$ cat config.mk
export PLATFORM = sky130hd
export DESIGN_NAME = imem_loader_flat
export DESIGN_NICKNAME = d
export VERILOG_FILES = /design/src/rtl/imem_loader_if.sv /design/src/rtl/imem_loader.sv /design/src/flat_wrapper.sv
export SDC_FILE = /design/constraint.sdc
export NUM_CORES = 1
export LEC_CHECK = 0
export ABC_AREA = 1
export CAP_MARGIN = 20
export CORE_MARGIN = 2
export CORE_UTILIZATION = 47
export CTS_CLUSTER_DIAMETER = 40
export DETAILED_ROUTE_END_ITERATION = 8
export PLACE_DENSITY = 0.79
export SKIP_LAST_GASP = 1
export SYNTH_ARGS = -nofsm -noshare
export SYNTH_HDL_FRONTEND = slang
export SYNTH_SLANG_ARGS = --single-unit
$ cat constraint.sdc
create_clock -name clk -period 1.6 [get_ports clk]
set_input_delay 0.16 -clock clk [delete_from_list [all_inputs] [get_ports clk]]
set_output_delay 0.16 -clock clk [all_outputs]
set_load 0.01 [all_outputs]
$ cat src/rtl/imem_loader_if.sv
// Instruction-stream input and IMEM write port of the boot-time IMEM loader.
// Latency: none (signal bundle only).
// Backpressure: s_ready comes from the loader; the imem_* write signals carry no backpressure.
interface imem_loader_if #(
    parameter int ADDR_WIDTH = 8
);
    logic                  s_valid;
    logic                  s_ready;
    logic [31:0]           s_data;
    logic                  s_last;
    logic                  imem_we;
    logic [ADDR_WIDTH-1:0] imem_waddr;
    logic [31:0]           imem_wdata;

    // Loader side: consumes the stream and drives IMEM.
    modport slave (
        input  s_valid, s_data, s_last,
        output s_ready, imem_we, imem_waddr, imem_wdata
    );

    // Image source side: drives the stream and observes IMEM writes.
    modport master (
        output s_valid, s_data, s_last,
        input  s_ready, imem_we, imem_waddr, imem_wdata
    );
endinterface

$ cat src/rtl/imem_loader.sv
// Boot-time loader: streams an instruction image into IMEM from word 0, optionally pads it with NOPs, then releases the core.
// Latency: each write appears one cycle after its accept or fill step; cpu_reset falls RESET_HOLD cycles after the last write.
// Backpressure: s_ready is high only in LOAD and never depends on s_valid; FILL, HOLD, RUN and ERROR stall the stream.
module imem_loader #(
    parameter int ADDR_WIDTH = 8,
    parameter int FILL_NOP   = 1,
    parameter int RESET_HOLD = 4
) (
    input  logic                clk,
    input  logic                reset,
    imem_loader_if.slave        bus,
    input  logic                reload,
    output logic                cpu_reset,
    output logic                done,
    output logic                error,
    output logic [ADDR_WIDTH:0] word_count
);
    localparam int DEPTH = 2 ** ADDR_WIDTH;
    localparam logic [ADDR_WIDTH-1:0] LAST_ADDR = ADDR_WIDTH'(DEPTH - 1);
    localparam logic [ADDR_WIDTH-1:0] PTR_ONE   = ADDR_WIDTH'(1);
    localparam logic [ADDR_WIDTH:0]   WC_MAX    = (ADDR_WIDTH + 1)'(DEPTH);
    localparam logic [ADDR_WIDTH:0]   WC_ONE    = (ADDR_WIDTH + 1)'(1);
    localparam logic [31:0]           NOP       = 32'h0000_0013;
    // The hold counter starts at RESET_HOLD-1 and RUN is entered on the cycle it reads 0,
    // which puts the cpu_reset fall exactly RESET_HOLD cycles after the last write cycle.
    localparam int HW = (RESET_HOLD > 1) ? $clog2(RESET_HOLD) : 1;
    localparam logic [HW-1:0] HOLD_INIT = HW'(RESET_HOLD - 1);
    localparam logic [HW-1:0] HOLD_ONE  = HW'(1);

    typedef enum logic [2:0] {
        S_LOAD,
        S_FILL,
        S_HOLD,
        S_RUN,
        S_ERROR
    } state_t;

    state_t                state;
    logic [ADDR_WIDTH-1:0] ptr;
    logic [HW-1:0]         hold_cnt;
    logic                  accept;

    // Ready is a pure state decode so the source can never create a combinational loop through it.
    assign bus.s_ready = (state == S_LOAD);
    assign accept      = bus.s_valid & bus.s_ready;

    // Load/fill/hold sequencer with registered IMEM write port and status outputs.
    always_ff @(posedge clk) begin
        if (reset) begin
            state          <= S_LOAD;
            ptr            <= '0;
            hold_cnt       <= '0;
            word_count     <= '0;
            bus.imem_we    <= 1'b0;
            bus.imem_waddr <= '0;
            bus.imem_wdata <= '0;
            cpu_reset      <= 1'b1;
            done           <= 1'b0;
            error          <= 1'b0;
        end else begin
            bus.imem_we <= 1'b0;
            case (state)
                S_LOAD: begin
                    if (accept) begin
                        bus.imem_we    <= 1'b1;
                        bus.imem_waddr <= ptr;
                        bus.imem_wdata <= bus.s_data;
                        if (word_count != WC_MAX) begin
                            word_count <= word_count + WC_ONE;
                        end
                        if (ptr == LAST_ADDR) begin
                            // The top word is written either way; ptr stays put so address 0 is never overwritten.
                            if (bus.s_last) begin
                                state    <= S_HOLD;
                                hold_cnt <= HOLD_INIT;
                            end else begin
                                state <= S_ERROR;
                                error <= 1'b1;
                            end
                        end else begin
                            ptr <= ptr + PTR_ONE;
                            if (bus.s_last) begin
                                if (FILL_NOP != 0) begin
                                    state <= S_FILL;
                                end else begin
                                    state    <= S_HOLD;
                                    hold_cnt <= HOLD_INIT;
                                end
                            end
                        end
                    end
                end
                S_FILL: begin
                    bus.imem_we    <= 1'b1;
                    bus.imem_waddr <= ptr;
                    bus.imem_wdata <= NOP;
                    if (ptr == LAST_ADDR) begin
                        state    <= S_HOLD;
                        hold_cnt <= HOLD_INIT;
                    end else begin
                        ptr <= ptr + PTR_ONE;
                    end
                end
                S_HOLD: begin
                    if (hold_cnt == '0) begin
                        state     <= S_RUN;
                        cpu_reset <= 1'b0;
                        done      <= 1'b1;
                    end else begin
                        hold_cnt <= hold_cnt - HOLD_ONE;
                    end
                end
                S_RUN, S_ERROR: begin
                    if (reload) begin
                        state      <= S_LOAD;
                        ptr        <= '0;
                        word_count <= '0;
                        cpu_reset  <= 1'b1;
                        done       <= 1'b0;
                        error      <= 1'b0;
                    end
                end
                default: begin
                    state <= S_LOAD;
                end
            endcase
        end
    end
endmodule

$ cat src/flat_wrapper.sv
// flat-port wrapper written by rule: the top's interface ports become plain ports
module imem_loader_flat 
#(
    parameter int ADDR_WIDTH = 8,
    parameter int FILL_NOP   = 1,
    parameter int RESET_HOLD = 4
)
  (clk, reset, reload, cpu_reset, done, error, word_count, bus_s_valid, bus_s_data, bus_s_last, bus_s_ready, bus_imem_we, bus_imem_waddr, bus_imem_wdata);
  imem_loader_if #(.ADDR_WIDTH(ADDR_WIDTH)) bus_i ();
  input  logic clk;
  input  logic reset;
  input  logic reload;
  output logic cpu_reset;
  output logic done;
  output logic error;
  output logic [ADDR_WIDTH:0] word_count;
  input wire logic [$bits(bus_i.s_valid)-1:0] bus_s_valid;
  input wire logic [$bits(bus_i.s_data)-1:0] bus_s_data;
  input wire logic [$bits(bus_i.s_last)-1:0] bus_s_last;
  output wire logic [$bits(bus_i.s_ready)-1:0] bus_s_ready;
  output wire logic [$bits(bus_i.imem_we)-1:0] bus_imem_we;
  output wire logic [$bits(bus_i.imem_waddr)-1:0] bus_imem_waddr;
  output wire logic [$bits(bus_i.imem_wdata)-1:0] bus_imem_wdata;
  assign bus_i.s_valid = bus_s_valid;
  assign bus_i.s_data = bus_s_data;
  assign bus_i.s_last = bus_s_last;
  assign bus_s_ready = bus_i.s_ready;
  assign bus_imem_we = bus_i.imem_we;
  assign bus_imem_waddr = bus_i.imem_waddr;
  assign bus_imem_wdata = bus_i.imem_wdata;
  imem_loader #(.ADDR_WIDTH(ADDR_WIDTH), .FILL_NOP(FILL_NOP), .RESET_HOLD(RESET_HOLD)) u_core (.clk(clk), .reset(reset), .bus(bus_i), .reload(reload), .cpu_reset(cpu_reset), .done(done), .error(error), .word_count(word_count));
endmodule
### Word level (Yosys, flattened, before mapping)

Cells that the tools add are included.
W data, S select, Z words.

* add/subtract/negate cells: 3
* equal/unequal tests: 16
* mux-type cells: 38
* bitwise gates (word level): 1
* reduce and logical (&&, ||, !) cells: 15

Operators by type and width (number)
* $pmux W32 S2: 1
* $mux W32: 1
* $mux W8: 4
* $mux W9: 3
* $pmux W8 S3: 1
* $mux W3: 7
* $pmux W9 S2: 1
* $pmux W8 S2: 1
* $ne A2 B2 Y1 const B: 7
* $pmux W3 S4: 1
* $mux W2: 5
* $reduce_and A5 Y1: 2
* $add A9 B1 Y9 const B: 1
* $ne A9 B9 Y1 const B: 1
* $add A8 B1 Y8 const B: 1
* $eq A8 B8 Y1 const B: 1
* $mux W1: 8
* $pmux W1 S2: 4
* $eq A3 B2 Y1 const B: 2
* $pmux W2 S3: 1
* $reduce_and A3 Y1: 2
* $reduce_and A6 Y1: 1
* $reduce_bool A2 Y1: 3
* $reduce_bool A3 Y1: 2
* 11 further kinds: 12

* register bits: 66
* bits of input ports: 37
* word-level logic and storage cells: 83

### Depth between registers and ports, before layout

Gate-level depths: netlist of run 1.

* depth in word-level cells: 4
* depth in mapped cells: 11
* gate-level depth less buffers: 11

### Worst setup path before layout of run 1

Ideal clock, no wire load.

* kind: reg-to-reg
* start: register u_core.ptr[0]
* end: register u_core.state[2]
* library setup time: 0.113 ns
* data arrival time: 1.356 ns
* slack: 0.131 ns
* cell stages (with the launch flop): 11
* buffers on the path: 0
* period minus slack after synthesis: 1.469 ns
* cells stage by stage: dfxtp_1 -> ha_1 -> nand2_1 -> nor2_1 -> nand2_1 -> nand2_1 -> inv_1 -> nor2_1 -> nand3_1 -> nand2_1 -> nor2_1

* cells in the longest elaborated chain, start to end: 4
* elaborated cells on any way between the ends: 7
* classes of those cells: eq/ne (3); mux (3); reduce/logical (1)

Ends and longest elaborated chain
* from (decl): RTL line imem_loader.sv:39 `logic [ADDR_WIDTH-1:0] ptr;`
* from (signal assigned): RTL line imem_loader.sv:81 `ptr <= ptr + PTR_ONE;`
* from (signal assigned): RTL line imem_loader.sv:101 `ptr <= ptr + PTR_ONE;`
* $eq A8 B8 Y1 *: RTL line imem_loader.sv:71, imem_loader.sv:97
* $mux W3: RTL line imem_loader.sv:71 `if (ptr == LAST_ADDR) begin`
* $mux W3: RTL line imem_loader.sv:64 `if (accept) begin`
* $pmux W3 S4: RTL line imem_loader.sv:62 `case (state)`
* to (signal assigned): RTL line imem_loader.sv:74 `state <= S_HOLD;`
* to (signal assigned): RTL line imem_loader.sv:77 `state <= S_ERROR;`
* to (signal assigned): RTL line imem_loader.sv:98 `state <= S_HOLD;`
* to (decl): RTL line imem_loader.sv:38 `state_t state;`

Every way passes the cells marked *; elsewhere a longest branch is shown, timed or not. The select of a mux whose other input is x is not followed.
A chain may end at the register's enable or synchronous reset.

### Final worst setup path of run 1

* start: register u_core.state[1]
* end: register u_core.ptr[1]

* cells in the longest elaborated chain, start to end: 4
* elaborated cells on any way between the ends: 11
* classes of those cells: eq/ne (5); mux (1); bitwise (1); reduce/logical (4)

Ends and longest elaborated chain
* from (signal assigned): RTL line imem_loader.sv:50 `state <= S_LOAD;`
* from (signal assigned): RTL line imem_loader.sv:74
* from (signal assigned): RTL line imem_loader.sv:77
* $eq A3 B2 Y1 (tied with other cells): RTL line imem_loader.sv:62
* $reduce_or A2 Y1 / $and A1 B1 Y1 (equally long branches): RTL line imem_loader.sv:62, imem_loader.sv:45
* $ne A2 B2 Y1 (no line) / $reduce_bool A3 Y1 (equally long branches)
* $reduce_and A3 Y1 (no line)

Parallel ways exist; a longest one is shown, timed or not.

==> results of run 1 <==
==> stage by stage <==
stage,hold slack (ps),worst slack (ps),total power [mW],TNS [ps],utilization [%]
after CTS,358,11.1,7.77,0,68.6
after global routing,375,-3.91,8.45,-3.91,69.5
after global placement,443,17.3,5.80,0,64.3
after floorplan,307,131,4.79,0,-
after detailed placement,449,-46.7,5.90,-216,64.3
final,342,79.3,7.87,0,69.5
==> area by class of cell <==
class / count / area, um2 / share of cell area, %
Sequential cell: 66 / 1330 / 30.0
Clock buffer: 9 / 124 / 2.79
Clock inverter: 7 / 141 / 3.18
Tap cell: 77 / 96.3 / 2.17
Multi-Input combinational cell: 320 / 1580 / 35.7
Inverter: 35 / 139 / 3.13
Timing Repair Buffer: 104 / 1020 / 23.1
==> timing repair <==
item,in CTS,in global routing
buffers inserted,0,2
pin swaps,0,5
setup endpoints to repair,4,34
resized for setup,4,19
gates cloned,0,1
==> cell families (layout without fill, tap and decap cells) <==
family,after synthesis,after routing,synth area share (%)
XOR/XNOR,2,2,0.561
buffers and inverters,50,155,8.45
flip-flops,66,66,42.3
AO/OA/AOI/OAI,73,73,13.6
AND/OR/NAND/NOR,240,241,33.5
adder cells (fa/ha/maj),4,4,1.60
==> flip-flops by register name, summed over array words and instances (netlist names) <==
signal / cells
u_core.bus.imem_wdata: 32
u_core.word_count: 9
u_core.bus.imem_waddr: 8
u_core.ptr: 8
u_core.state: 3
u_core.hold_cnt: 2
u_core.bus.imem_we: 1
u_core.cpu_reset: 1
u_core.done: 1
u_core.error: 1
==> final timing paths <==
path / slack, ps / cells after the start / from / endpoint
max: 80 / 8 / u_core.state[1] / u_core.ptr[1]
min: 340 / 3 / reset / u_core.cpu_reset
max reg2reg: 80 / 8 / u_core.state[1] / u_core.ptr[1]
min reg2reg: 450 / 2 / u_core.done / u_core.done
==> report_power, final <==
part | switching (mW) | internal, mW | total, mW
clock | 0.653 | 1.19 | 1.85
sequential | 0.278 | 2.01 | 2.29
combinational | 2.19 | 1.55 | 3.74
==> synth_stat cells <==
master	n	area, um2
nand2_1	133	499
dfxtp_1	66	1320
nor2_1	58	218
a21oi_1	44	220
inv_1	27	101
nand3_1	26	130
a21oi_2	11	96.3
nand2_2	11	68.8
o21ai_0	10	50.1
clkbuf_1	5	18.8
inv_2	5	18.8
ha_1	4	50.1
nand2_4	4	45.0
buf_2	3	15.0
buf_8	3	45.0
o22ai_1	3	18.8
buf_6	2	22.5
o21ai_1	2	10.0
a21oi_4	1	16.3
a31oi_1	1	6.26
buf_1	1	3.75
buf_12	1	20.0
clkinv_1	1	3.75
inv_4	1	6.26
inv_6	1	8.76
nand2_8	1	20.0
nand3b_1	1	7.51
nand4_1	1	6.26
nor2_2	1	6.26
nor2_4	1	11.3
nor2_8	1	20.0
nor3_1	1	5.00
nor3_2	1	10.0
o211ai_1	1	7.51
xnor2_1	1	8.76
xor2_1	1	8.76
==> per-layer routing <==
metal | GRT usage [%] | vias to the layer above
met5 | 0 | -
met2 | 39.2 | 111
met4 | 11.0 | 0
met1 | 26.4 | 1452
met3 | 4.91 | 14
li1 | - | 1590
==> worst max-delay path: stages, from the launching register on <==
cell and delay [ps]:
dfxtp_2 380, inv_1 100, nand3_1 140, nand2_4 120, nand2_4 110, nand2_2 110
nor2_2 250, o21ai_0 120, nor2_1 130
==> run summary, run 1 <==
status: finished, final reports clean
DRT antenna net count: 0
Post-Syn Instances: 435
total CTS buffers: 9
Post-DP HPWL: 5.64 mm
Worst setup EP type: flip-flop
Layout Area Growth over Synthesis: 42.1%
Final Max Slew Viols: 0
commonest non-fill, non-tap cells in the layout: nand2_1 (128), clkdlybuf4s50_1 (88), dfxtp_1 (58), nor2_1 (55), a21oi_1 (44)
Routed WL: 8.06 mm
Reg clk slew, reported paths: 80 ps
Worst Setup Start Kind: flip-flop
wl on met1: 3.40 mm
routability cong.: 0.859
DR WL met2: 4.00 mm
initial antenna violation count: 0
fin area: 4440 um2
core footprint: 6390 um2
clk_skew: 9.92 ps
Post-Syn Nets: 476
#FFs+latches synth: 66
Sink Count: 66
fin crit period: 1520 ps
grt ovf: 0
Worst-Margin Slew: 548 ps
required time of the critical path: 1880 ps
std cell rows: 29
placed cell count: 599
Pleak: 1.78 nW
CTS tree: built
fill count: 537
vias: 3167
Port Buf Inserts: 90
Placed Area: 4110 um2
Non-Filler Instances: 618
most common cell after layout, fill and taps aside: nand2_1
FMAX: 658 MHz
first-pass GRT wire length: 13.4 mm
# hold bufs at CTS: 0
clk root buf: clkbuf_8
Slew HR: 63.5%
post-synthesis sequential area ratio: 42.3%
initial core utilization: 48.9%
Max VDD drop: 1.05 mV
Yosys Warn Count: 0
clk_lat worst skew: 340 ps
diode count: 0
Worst Path Arrival: 1800 ps
period utilization: 95.0%
Final nets: 577
pin count of the biggest net entering global routing: 48
residual DRC count: 0
Max-Cap Viols: 0
number of vias per cell: 5.12
Setup-failing EPs final: 0
Die Wd: 85.5 um
vias in the first global route: 3059
Die Y: 85.5 um
Final Hold Viols: 0
1st-iter DRT viols: 169
htree depth: 3
die area: 7320 um2
Routed WL per cell: 13.0 um
synth unique cells: 36
All-Layer GR Usage: 22.6%
I/O pin count: 91
WS Path Type: flip-flop to flip-flop
syn_area_per_cell: 7.19 um2
Clock Tree Buf Depth: 2
P per Cell Area: 1770 nW/um2
Mapped Area: 3130 um2
met3 wire len: 479 um
DR pass1 iterations: 4
Worst Hold Class: input port to flip-flop
crit path max fanout: 7
top routing layer in use: met4
layout cells sized above 1: 16.5%
(Power assumes the default switching activity.)
==> run 2, diff against run 1 <==
- ABC_CLOCK_PERIOD_IN_PS: not set -> 1600
- CORE_ASPECT_RATIO: not set -> 1.25
- SKIP_LAST_GASP: 1 -> not set
==> run summary, run 2 (synthesized netlist as in run 1, its figures left out) <==
status: finished, final reports clean
Final nets: 585 (+1.4%)
FMAX: 664 MHz (+1.0%)
DRT antenna net count: 0 (unchanged)
Routed WL: 8.02 mm (-0.57%)
period utilization: 94.1% (-0.97 points)
Die Wd: 76.9 um (-10%)
vias: 3180 (+0.41%)
Reg clk slew, reported paths: 70 ps (about the same)
Placed Area: 4160 um2 (+1.2%)
std cell rows: 33 (+14%)
Die Y: 95.2 um (+11%)
I/O pin count: 91 (unchanged)
residual DRC count: 0 (unchanged)
met2 global-route usage: 38.0% (-1.2 points)
Max-Cap Viols: 0 (unchanged)
vias in the first global route: 2979 (-2.6%)
clk_skew: 5.21 ps (-4.71 ps)
routability cong.: 0.858 (-0.20%)
P per Cell Area: 1760 nW/um2 (-0.85%)
slowest cell on the critical path: clkdlybuf4s50_1
grt ovf: 0 (unchanged)
Max VDD drop: 1.10 mV (+4.8%)
pin count of the biggest net entering global routing: 48 (unchanged)
Port Buf Inserts: 90 (unchanged)
DR pass1 iterations: 5 (+1)
fin crit period: 1510 ps (-15.5 ps)
Layout Area Growth over Synthesis: 44.0%
number of vias per cell: 5.00 (-2.4%)
htree depth: 3 (unchanged)
Worst Hold Class: input port to flip-flop
sequence of cells on the critical path: clkdlybuf4s50_1
fill count: 559 (+4.1%)
Slew HR: 62.4% (-1.0 points)
placed cell count: 612 (+2.2%)
Reg2Reg Launch Point: u_core.ptr[0]
max reg flops: 32 (unchanged)
1st-iter DRT viols: 151 (-11%)
total CTS buffers: 9 (unchanged)
All-Layer GR Usage: 21.9% (-0.71 points)
layout cells sized above 1: 18.0% (+1.6 points)
Worst-Margin Slew: 563 ps (+14.7 ps)
crit path max fanout: 6 (-1)
Worst Setup Start Kind: flip-flop
Setup-failing EPs final: 0 (unchanged)
die area: 7320 um2 (about the same)
clk_lat worst skew: 340 ps (about the same)
Final Hold Viols: 0 (unchanged)
Routed WL per cell: 12.6 um (-3.4%)
GR peak layer: met2
met1 Usage GRT: 25.3% (-1.1 points)
core footprint: 6480 um2 (+1.5%)
commonest non-fill, non-tap cells in the layout: nand2_1 (128), clkdlybuf4s50_1 (88), dfxtp_1 (60), nor2_1 (54), a21oi_1 (44)
Clock Tree Buf Depth: 2 (unchanged)
required time of the critical path: 1440 ps (-440 ps)
met3 global-route usage: 4.92% (+0.016 points)
Critical Path Source: u_core.word_count[6]
first-pass GRT wire length: 13.0 mm (-3.2%)
hold_sp: reset
Pleak: 1.80 nW (+1.3%)
Non-Filler Instances: 636 (+2.9%)
initial core utilization: 48.2% (-0.73 points)
Top Registers: u_core.bus.imem_wdata x32, u_core.word_count x9
Worst Path Arrival: 1350 ps (-450 ps)
Final Max Slew Viols: 0 (unchanged)
Top delay family on crit path: buffers and inverters
most common cell after layout, fill and taps aside: nand2_1
initial antenna violation count: 0 (unchanged)
clk root buf: clkbuf_8
Post-DP HPWL: 5.62 mm (-0.29%)
Top reg by flops: u_core.bus.imem_wdata
WS Path Type: flip-flop to output port
WP buf/inv: 1 (unchanged)
Sink Count: 66 (unchanged)
CTS tree: built
diode count: 0 (unchanged)
Worst path max stage delay: 580 ps (+200 ps)
fin area: 4500 um2 (+1.3%)
Worst setup EP type: output port
run 2: cell types whose count changed in the layout (fill, tap and decap cells not counted), moves of 2 or more:
cell       before  now
buf_4          12   18
bufinv_16       4    2
dfxtp_1        58   60
dfxtp_2         8    6
nand3_1        26   24
nand3_2         0    2
nor2_2          2    4
run 2: cell type report:
cell class | instances | area (um2) | share of cell area (%)
multi-input cells | 321 | 1600 | 35.7
flip-flops and latches | 66 | 1330 | 29.5
repair buffers | 111 | 1090 | 24.2
inverters | 35 | 141 | 3.14
clock buffers | 10 | 138 | 3.06
well taps | 87 | 109 | 2.42
clock inverters | 6 | 88.8 | 1.97
run 2: layer usage:
| layer | share of wire (%) | vias up | wire (um) |
|---|---|---|---|
| li1 | - | 1606 | - |
| met1 | 42 | 1436 | 3340 |
| met2 | 50 | 116 | 4050 |
| met3 | 5.4 | 22 | 436 |
| met4 | 2.4 | 0 | 191 |
| met5 | 0 | - | 0 |
run 2: power breakdown:
part           switching, mW  total (mW)  leakage [nW]  internal [mW]
registers              0.277        2.28         0.541           2.01
logic                   2.29        4.05          1.15           1.77
clock network          0.649        1.57         0.109          0.922
run 2: path summary, 6_finish.rpt:
path | slack (ps) | endpoint | cells past startpoint
setup reg to reg | 100 | u_core.state[0] | 9
hold / removal | 370 | u_core.cpu_reset | 3
hold reg to reg | 450 | u_core.done | 2
setup / recovery | 90 | word_count[6] | 1
run 2: metrics by stage:
step	utilization (%)	hold WS, ps	setup slack, ps	TNS, ps	power [mW]
after floorplan	-	307	131	0	4.79
after global placement	64.1	445	70.1	0	5.90
after detailed placement	64.1	450	36.7	0	5.98
after CTS	67.6	358	6.34	0	7.56
after global routing	69.4	374	-71.9	-279	8.47
final	69.4	366	94.9	0	7.91
run 2: repair_timing:
item | 4_1_cts | 5_1_grt
buffers inserted | 0 | 6
gates cloned | 0 | 2
resized for setup | 1 | 25
hold buffers | 0 | 0
pin swaps | 1 | 4
setup endpoints to repair | 1 | 25
